$ cat src/rtl/hicore_agu_queue.sv
// rtl/hicore_agu_queue.sv - address-generation unit with in-order memory-op queue toward the LSU
module hicore_agu_queue #(
  parameter int XLEN      = 32,
  parameter int ADDR_W    = 32,
  parameter int DEPTH     = 4,
  parameter int ROB_PTR_W = 5,
  parameter int INFO_W    = 64
) (
  input  logic                     clk,
  input  logic                     rst,
  input  logic                     i_valid,
  output logic                     i_ready,
  input  logic [XLEN-1:0]          i_src1,
  input  logic [XLEN-1:0]          i_src2,
  input  logic [XLEN-1:0]          i_src3,
  input  logic [2:0]               i_msg,
  input  logic                     i_load,
  input  logic                     i_store,
  input  logic [ROB_PTR_W-1:0]     i_rob_ptr,
  input  logic [INFO_W-1:0]        i_info,
  input  logic [ROB_PTR_W-1:0]     rob_head_ptr,
  input  logic                     flush,
  output logic                     o_valid,
  input  logic                     o_ready,
  output logic                     o_read,
  output logic                     o_unsigned,
  output logic [1:0]               o_size,
  output logic [ADDR_W-1:0]        o_addr,
  output logic [XLEN/8-1:0]        o_wmask,
  output logic [XLEN-1:0]          o_wdata,
  output logic                     o_misalign,
  output logic [ROB_PTR_W-1:0]     o_rob_ptr,
  output logic [INFO_W-1:0]        o_info,
  output logic [$clog2(DEPTH):0]   o_count
);

  localparam int BW = XLEN / 8;
  localparam int L  = $clog2(BW);
  localparam int PW = $clog2(DEPTH);
  localparam int CW = PW + 1;

  // queue storage, one slot per buffered op
  logic                 r_read     [DEPTH];
  logic                 r_unsigned [DEPTH];
  logic [1:0]           r_size     [DEPTH];
  logic [ADDR_W-1:0]    r_addr     [DEPTH];
  logic [BW-1:0]        r_wmask    [DEPTH];
  logic [XLEN-1:0]      r_wdata    [DEPTH];
  logic                 r_misalign [DEPTH];
  logic [ROB_PTR_W-1:0] r_rob      [DEPTH];
  logic [INFO_W-1:0]    r_info     [DEPTH];

  logic [PW-1:0] r_head;
  logic [PW-1:0] r_tail;
  logic [CW-1:0] r_count;

  logic [XLEN-1:0]   w_sum;
  logic [ADDR_W-1:0] w_addr;
  logic              w_is_store;
  logic [L-1:0]      w_sh_b;
  logic [L-1:0]      w_sh_h;
  logic [L-1:0]      w_sh_w;
  logic [BW-1:0]     w_mask;
  logic [XLEN-1:0]   w_data;
  logic              w_mis;
  logic              w_empty;
  logic              w_enq;
  logic              w_deq;

  assign w_sum      = i_src1 + i_src2;
  assign w_addr     = w_sum[ADDR_W-1:0];
  assign w_is_store = i_store & ~i_load;

  // lane mask and lane-replicated data for the incoming op; loads carry neither
  always_comb begin
    w_sh_b = w_addr[L-1:0];
    w_sh_h = w_sh_b & ~L'(1);
    w_sh_w = w_sh_b & ~L'(3);
    w_mask = '0;
    w_data = '0;
    case (i_msg[1:0])
      2'b00: begin
        w_mask = BW'(1) << w_sh_b;
        w_data = {(XLEN/8){i_src3[7:0]}};
      end
      2'b01: begin
        w_mask = BW'(3) << w_sh_h;
        w_data = {(XLEN/16){i_src3[15:0]}};
      end
      2'b10: begin
        w_mask = BW'(15) << w_sh_w;
        w_data = {(XLEN/32){i_src3[31:0]}};
      end
      default: begin
        w_mask = '1;
        w_data = i_src3;
      end
    endcase
    if (!w_is_store) begin
      w_mask = '0;
      w_data = '0;
    end
  end

  // a doubleword access is never legal on a 32-bit datapath
  assign w_mis = ((i_msg[1:0] == 2'b01) & w_addr[0])
               | ((i_msg[1:0] == 2'b10) & (|w_addr[1:0]))
               | ((i_msg[1:0] == 2'b11) & ((|w_addr[2:0]) | (XLEN == 32)));

  assign w_empty = (r_count == '0);
  assign i_ready = (r_count < CW'(DEPTH));
  assign o_valid = ~w_empty & ~flush & (r_read[r_head] | (r_rob[r_head] == rob_head_ptr));
  assign w_enq   = i_valid & i_ready & ~flush;
  assign w_deq   = o_valid & o_ready;

  assign o_read     = r_read[r_head];
  assign o_unsigned = r_unsigned[r_head];
  assign o_size     = r_size[r_head];
  assign o_addr     = r_addr[r_head];
  assign o_wmask    = r_wmask[r_head];
  assign o_wdata    = r_wdata[r_head];
  assign o_misalign = r_misalign[r_head];
  assign o_rob_ptr  = r_rob[r_head];
  assign o_info     = r_info[r_head];
  assign o_count    = r_count;

  // pointer and occupancy bookkeeping; flush empties the queue for the next cycle
  always_ff @(posedge clk) begin
    if (rst) begin
      r_head  <= '0;
      r_tail  <= '0;
      r_count <= '0;
    end else if (flush) begin
      r_head  <= '0;
      r_tail  <= '0;
      r_count <= '0;
    end else begin
      if (w_enq) r_tail <= r_tail + PW'(1);
      if (w_deq) r_head <= r_head + PW'(1);
      case ({w_enq, w_deq})
        2'b10:   r_count <= r_count + CW'(1);
        2'b01:   r_count <= r_count - CW'(1);
        default: r_count <= r_count;
      endcase
    end
  end

  // slot write at the tail; reset clears every slot so the head payload reads zero
  always_ff @(posedge clk) begin
    if (rst) begin
      for (int k = 0; k < DEPTH; k++) begin
        r_read[k]     <= 1'b0;
        r_unsigned[k] <= 1'b0;
        r_size[k]     <= '0;
        r_addr[k]     <= '0;
        r_wmask[k]    <= '0;
        r_wdata[k]    <= '0;
        r_misalign[k] <= 1'b0;
        r_rob[k]      <= '0;
        r_info[k]     <= '0;
      end
    end else if (w_enq) begin
      r_read[r_tail]     <= ~w_is_store;
      r_unsigned[r_tail] <= i_load & i_msg[2];
      r_size[r_tail]     <= i_msg[1:0];
      r_addr[r_tail]     <= w_addr;
      r_wmask[r_tail]    <= w_mask;
      r_wdata[r_tail]    <= w_data;
      r_misalign[r_tail] <= w_mis;
      r_rob[r_tail]      <= i_rob_ptr;
      r_info[r_tail]     <= i_info;
    end
  end

endmodule

$ cat config.mk
export PLATFORM = sky130hd
export DESIGN_NAME = hicore_agu_queue
export DESIGN_NICKNAME = d
export VERILOG_FILES = /design/src/rtl/hicore_agu_queue.sv
export SDC_FILE = /design/constraint.sdc
export NUM_CORES = 1
export LEC_CHECK = 0
export BUFFER_PORTS_ARGS = -buffer_cell sky130_fd_sc_hd__buf_2
export CAP_MARGIN = 20
export CORE_ASPECT_RATIO = 1.5
export CORE_MARGIN = 2
export CORE_UTILIZATION = 35
export CTS_CLUSTER_SIZE = 24
export DETAILED_ROUTE_END_ITERATION = 8
export PLACE_DENSITY = 0.58
export SETUP_SLACK_MARGIN = 0.1
export SKIP_CTS_REPAIR_TIMING = 1
export SYNTH_ARGS = -nofsm -noshare
export SYNTH_HDL_FRONTEND = slang
export SYNTH_SLANG_ARGS = --single-unit
$ cat constraint.sdc
create_clock -name clk -period 6 [get_ports clk]
set_clock_uncertainty 0.15 [all_clocks]
set_input_delay 1.2 -clock clk [delete_from_list [all_inputs] [get_ports clk]]
set_output_delay 1.2 -clock clk [all_outputs]
set_load 0.03 [all_outputs]
---- Yosys cells after proc, flatten, opt, wreduce, memory -nomap -nowiden ----
Memory sizes are Yosys's and may differ from the RTL's. A register that Yosys moved wholly into a read port is not among the register bits.
Cells that the tools add are included.
storage, ports and cells
  register bits after elaboration ......... 7
  bits in latches ......................... 0
  RAM bits ................................ 568
  bits in read-only memories .............. 0
  bits of input ports ..................... 180
  word-level logic and storage cells ...... 111
  memories ................................ 9
cells by class
  add/sub/neg operators ................... 5
  multiply operators ...................... 0
  div/mod/pow operators ................... 0
  $lt $le $gt $ge ......................... 1
  equality and inequality tests ........... 6
  shift operators ......................... 2
  mux-type cells .......................... 55
  bitwise operators ....................... 16
  reduce and logical (&&, ||, !) cells .... 14
memories
  memory       words  width  read ports  clocked after memory_dff  write ports  line  RTL
  r_info       4      64     1           1                         4            51    logic [INFO_W-1:0] r_info [DEPTH];
  r_addr       4      32     1           1                         4            46    logic [ADDR_W-1:0] r_addr [DEPTH];
  r_wdata      4      32     1           1                         4            48    logic [XLEN-1:0] r_wdata [DEPTH];
  r_rob        4      5      1           1                         4            50    logic [ROB_PTR_W-1:0] r_rob [DEPTH];
  r_wmask      4      4      1           1                         4            47    logic [BW-1:0] r_wmask [DEPTH];
  r_size       4      2      1           1                         4            45    logic [1:0] r_size [DEPTH];
  +3 memories  --     --     --          --                        --           --
operators with widths
  operator                                                           number
  32-bit 2-to-1 mux                                                  3
  64-bit 2-to-1 mux                                                  1
  32-bit case mux with 2 select lines                                1
  32-bit OR reduction                                                2
  64-bit OR reduction                                                1
  2-bit 2-to-1 mux                                                   28
  32-bit adder                                                       1
  1-bit 2-to-1 mux                                                   17
  1-bit bitwise AND                                                  9
  4-bit 2-to-1 mux                                                   2
  4-bit case mux with 2 select lines                                 1
  2-bit == test, second input constant                               3
  3-bit case mux with 2 select lines                                 1
  2-bit OR reduction                                                 3
  5-bit == test                                                      1
  5-bit 2-to-1 mux                                                   1
  5-bit OR reduction                                                 1
  2-bit by 1-bit adder with 2-bit output, second input constant      2
  2-bit by 1-bit == test with 1-bit output, second input constant    2
  1-bit NOT                                                          4
  4-bit OR reduction                                                 1
  1-bit by 2-bit left shift with 4-bit output, first input constant  1
  2-bit by 2-bit left shift with 4-bit output, first input constant  1
  3-bit by 1-bit adder with 3-bit output, second input constant      1
  other kinds (7)                                                    11

---- Logic depth before layout (Yosys ltp) ----
  depth after elaboration ................. 8
  gate-level depth with buffers ........... 12

---- Least setup slack after synthesis ----
OpenSTA, ideal clock, no wires.
  kind .................................... input to register
  start point ............................. in flush
  end point ............................... mem r_addr[0][0] (enable)
  arrival time ............................ 5.293 ns
  required time ........................... 5.323 ns
  slack ................................... 0.030 ns
  stages on the path ...................... 6
  cells stage by stage .................... nor2_1 -> nand3_1 -> clkbuf_1 -> or2_2 -> clkbuf_1 -> nand2b_1
RTL lines
  element             line  RTL
  start: declaration  22    input logic flush,
  end: declaration    46

==> results <==
- The share of post-route cells with drive strength above 1 is a little over a quarter.
- The number of endpoints with negative hold slack in the final report is 0.
- The number of synthesized register bits is 577.
- The H-tree depth is 2.
- The adder and majority cell fraction of the synthesized area is under 10%.
- Max-cap violations in this run came to 0.
- Setup repair after global routing left no endpoint under its margin.
- STA classifies the critical path endpoint as an output pin.
- The number of nets in the synthesized netlist is 2098.
- The total length of routed wires is between 70000 and 80000 um.
- The area of the die is 0.0765 mm^2.
- The initial antenna violation count came to 0.
- Once layout is complete, the cells apart from fillers number around 3200.
- The peak clock frequency supported by timing is ~230 MHz.
- The delay of the slowest critical-path stage is approximately 850 ps.
- The total congestion overflow is 0.
- The core outline area is 0.0737 mm^2.
- Yosys attributes the largest share of cell area to edfxtp_1, mux4_2, nor2_1, nand2_1, inv_1.
- The post-synthesis share of cell area spent on xor and xnor gates is 1.01%.
- The async set-reset flop share out of synthesis is 0%.
- The die span in x is 226 um.
- The buffer levels on the longest clock path is 3.
- The number of global-route vias before repair is between 15000 and 20000.
- The synthesized design contains about 570 enable-type register cells.
- Setup violations remaining at the end of the flow were counted as 0.
- The path category of the worst min-delay check is flop to flop.
- The top fanout value on the critical path is 56.
- The number of remaining DRC errors is 0.
- The biggest area consumer among synthesized cells is edfxtp_1.
- The floorplan step set the die height to ~340 um.
- Summing the areas of all compound-gate instances in the mapped netlist gives 3.17% of the synthesized area.
- Clock latency on the worst-skew pair, taken at its later pin, is roughly 600 ps.
- edfxtp_1 is the most common cell in the netlist.
- Once the floorplan was initialized, standard cells occupied a little over a third of the core.
- The max-slew violation count was 0.
- The number of nets still failing antenna checks after routing is 0.
- Of the total synthesized cell area, the portion taken by AND, OR, NAND and NOR gates is 10.8%.
- In the synthesized netlist, the number of instances is between 1500 and 2000.
- After routing the design area is roughly 0.030 mm^2.
- At the end of the flow, the number of nets in the layout was 2391.
- The half-perimeter wire length after placement is 43000 um.
- The largest vdd supply drop is between 0.15 and 0.2 mV.
- In the synthesized netlist, mux cells make up 13.4% of the area.
- The instance count on the critical path is 3.
- The largest net degree at the start of global routing is roughly 140.
- Across all register-to-register paths, the minimum setup slack is ~2300 ps.
- The critical path's slowest cell is dfxtp_4.
- The category of cells accounting for the largest share of critical-path delay is buffers and inverters.
- The relative area change from synthesis to final layout is 16.9%.
- The worst path uses between 70 and 80% of the clock period.
- The first global-routing pass estimated 104000 um of wire.
- The dominant combinational cell family by area after synthesis is multiplexers.
- The worst hold path begins at o_count[2]$_SDFFE_PP0P_.
- Dividing the synthesized area by the synthesized cell count gives between 10 and 15 um^2.
- Among all flip-flop cells after synthesis, the most frequent one is edfxtp_1.
- Across every metal layer, demand over resource in global routing totals roughly 18%.
- Counting instances, the worst hold path has a depth of 2.
- The critical path ends at o_info[14].
- The worst path needs ~4300 ps of the cycle, external delays included.
- The instance count after placement with tap cells included is slightly above 3000.
- The critical path required time is approximately 4700 ps.
- Clock tree synthesis inserted a total of 54 buffers.
- The static leakage is about 12 nW.
- After the first detailed-routing iteration, the DRC count stood at between 900 and 1000.
- After synthesis the cells add up to 0.0260 mm^2.
- Clock-pin slew was measured on the worst setup and hold paths at approximately 70 ps.
- Routability-driven placement finished with a final weighted congestion of just over 0.9.
- The via count of the routed design is ~16000.
- The power density relative to cell area is around 290 mW/mm^2.
- In this run the critical register-to-register path is captured at o_count[2]$_SDFFE_PP0P_.
- The detailed-route vias per instance is between 5 and 6.
- Sequential elements use 66.3% of the synthesized area.
- In this run the biggest area consumer among cell types represents around two thirds of the synthesized area.
- The number of different library cells used by synthesis comes to between 50 and 60.
- The root buffer cell chosen for the clock tree is clkbuf_16.
- For the pin with the worst max-slew slack, the measured transition is 1020 ps.
- The run finished with clean final reports.
- The mean routed wirelength per cell is between 20 and 25 um.
- The worst setup path is launched from a flop.
- TritonCTS built the clock tree.
- The number of input and output port buffers inserted is about 330.
- For the worst setup path, the data arrival time is roughly 3000 ps.
- The number of top-level pins is 327.
- The number of detailed-routing iterations run before antenna repair is 5.
- Counting every sink on the clock net gives 577.
- The post-placement cell area is about 0.029 mm^2.
- The number of buffer and inverter instances along the worst setup path is 2.
- The critical path class is flop to output pin.
- The signal on the critical path passes through buf_4 > mux4_2 > buf_2.
- The antenna cell count is 0.
- The count of yosys warnings during synthesis is 0.
- The initialized floorplan defines approximately 120 standard-cell rows.
- The cell depth of the worst flop-to-flop path is 11.
- The normalized max-slew margin is a little under a third.
- The total negative setup slack is 0 ps.
- After synthesis, the most frequently instantiated cells are edfxtp_1, nor2_1, nand2_1, mux4_2, inv_1.
[flip-flops by register name, summed over array words and instances (netlist names), named ones only]
register    count
r_info        256
r_rob          20
r_tail          2
o_count         3
r_read          4
r_wdata       128
r_misalign      4
r_wmask        16
r_unsigned      4
r_size          8
r_head          2
r_addr        128
[layout by cell type (no fill, tap or decap), types with 8 or more instances in the layout]
master | netlist | routed
nor2_1 | 461 | 459
a21oi_1 | 48 | 48
nand2_1 | 147 | 147
xor2_1 | 11 | 11
nand3_1 | 11 | 10
buf_4 | 0 | 15
a21o_1 | 9 | 9
clkbuf_1 | 93 | 10
clkinv_2 | 0 | 9
buf_2 | 4 | 326
edfxtp_1 | 568 | 568
o21ai_0 | 40 | 40
clkinv_1 | 0 | 15
ha_1 | 32 | 32
nor3_1 | 18 | 18
mux4_2 | 142 | 142
mux2_2 | 8 | 8
clkbuf_16 | 0 | 55
xnor2_1 | 19 | 19
buf_12 | 0 | 8
mux2i_1 | 20 | 20
inv_1 | 131 | 131
or3_1 | 13 | 13
[cell families after synthesis]
family,count (synthesis)
simple gates,693
flops,577
mux,170
compound gates,137
fa+ha+maj,34
buf+inv,243
xor+xnor,30
[area by class of cell]
class / count / area, um^2
inverters: 131 / 492
clock buffers: 65 / 1410
clock inverters: 31 / 201
fillers: 6882 / 43300
flip-flops and latches: 577 / 17200
well taps: 992 / 1240
repair buffers: 349 / 1900
multi-input cells: 1064 / 7890
[worst min-delay path by stage]
stage	to	slack, ps
after floorplan	flop	360
after global placement	o_count[2]$_SDFFE_PP0P_	350
after detailed placement	o_count[2]$_SDFFE_PP0P_	380
after CTS	o_count[2]$_SDFFE_PP0P_	390
after global routing	flop	440
final	o_count[2]$_SDFFE_PP0P_	400
[per-stage QoR]
stage	total power, mW	utilization [%]	worst slack [ps]	hold slack [ps]
finish	8.73	41.2	1660	399
global route	9.03	41.2	1510	437
CTS	8.82	41.2	1550	393
detailed placement	5.58	39.0	1500	383
global placement	5.57	39.0	1550	350
floorplan	5.24	-	1630	359
[report_power, final]
group / switching, mW / leakage [nW] / total (mW) / internal (mW)
Sequential: 0.0394 / 6.02 / 4.63 / 4.59
Combinational: 0.583 / 5.15 / 0.856 / 0.273
Clock: 1.49 / 0.786 / 3.24 / 1.75
Total: 2.11 / 12.0 / 8.73 / 6.62
[routing by layer]
metal | track usage [%] | up-vias | share of wire, %
met5 | 0 | - | 0
met4 | 7.22 | 0 | 3.7
met3 | 3.28 | 122 | 5.9
met2 | 34.0 | 547 | 53
met1 | 21.0 | 8290 | 38
li1 | - | 7393 | -
[worst register-to-register path: stages (launching register included)]
cell     delay (ps)
dfxtp_4         850
mux4_2          440
xor2_1          160
nor3_2          180
a31oi_1         170
nor4b_4         360
ha_1            270
inv_1            60
fa_1            370
xor2_1          150
or3_1           300
a21oi_1         150
No activity file was read; power rests on OpenSTA's default activity.
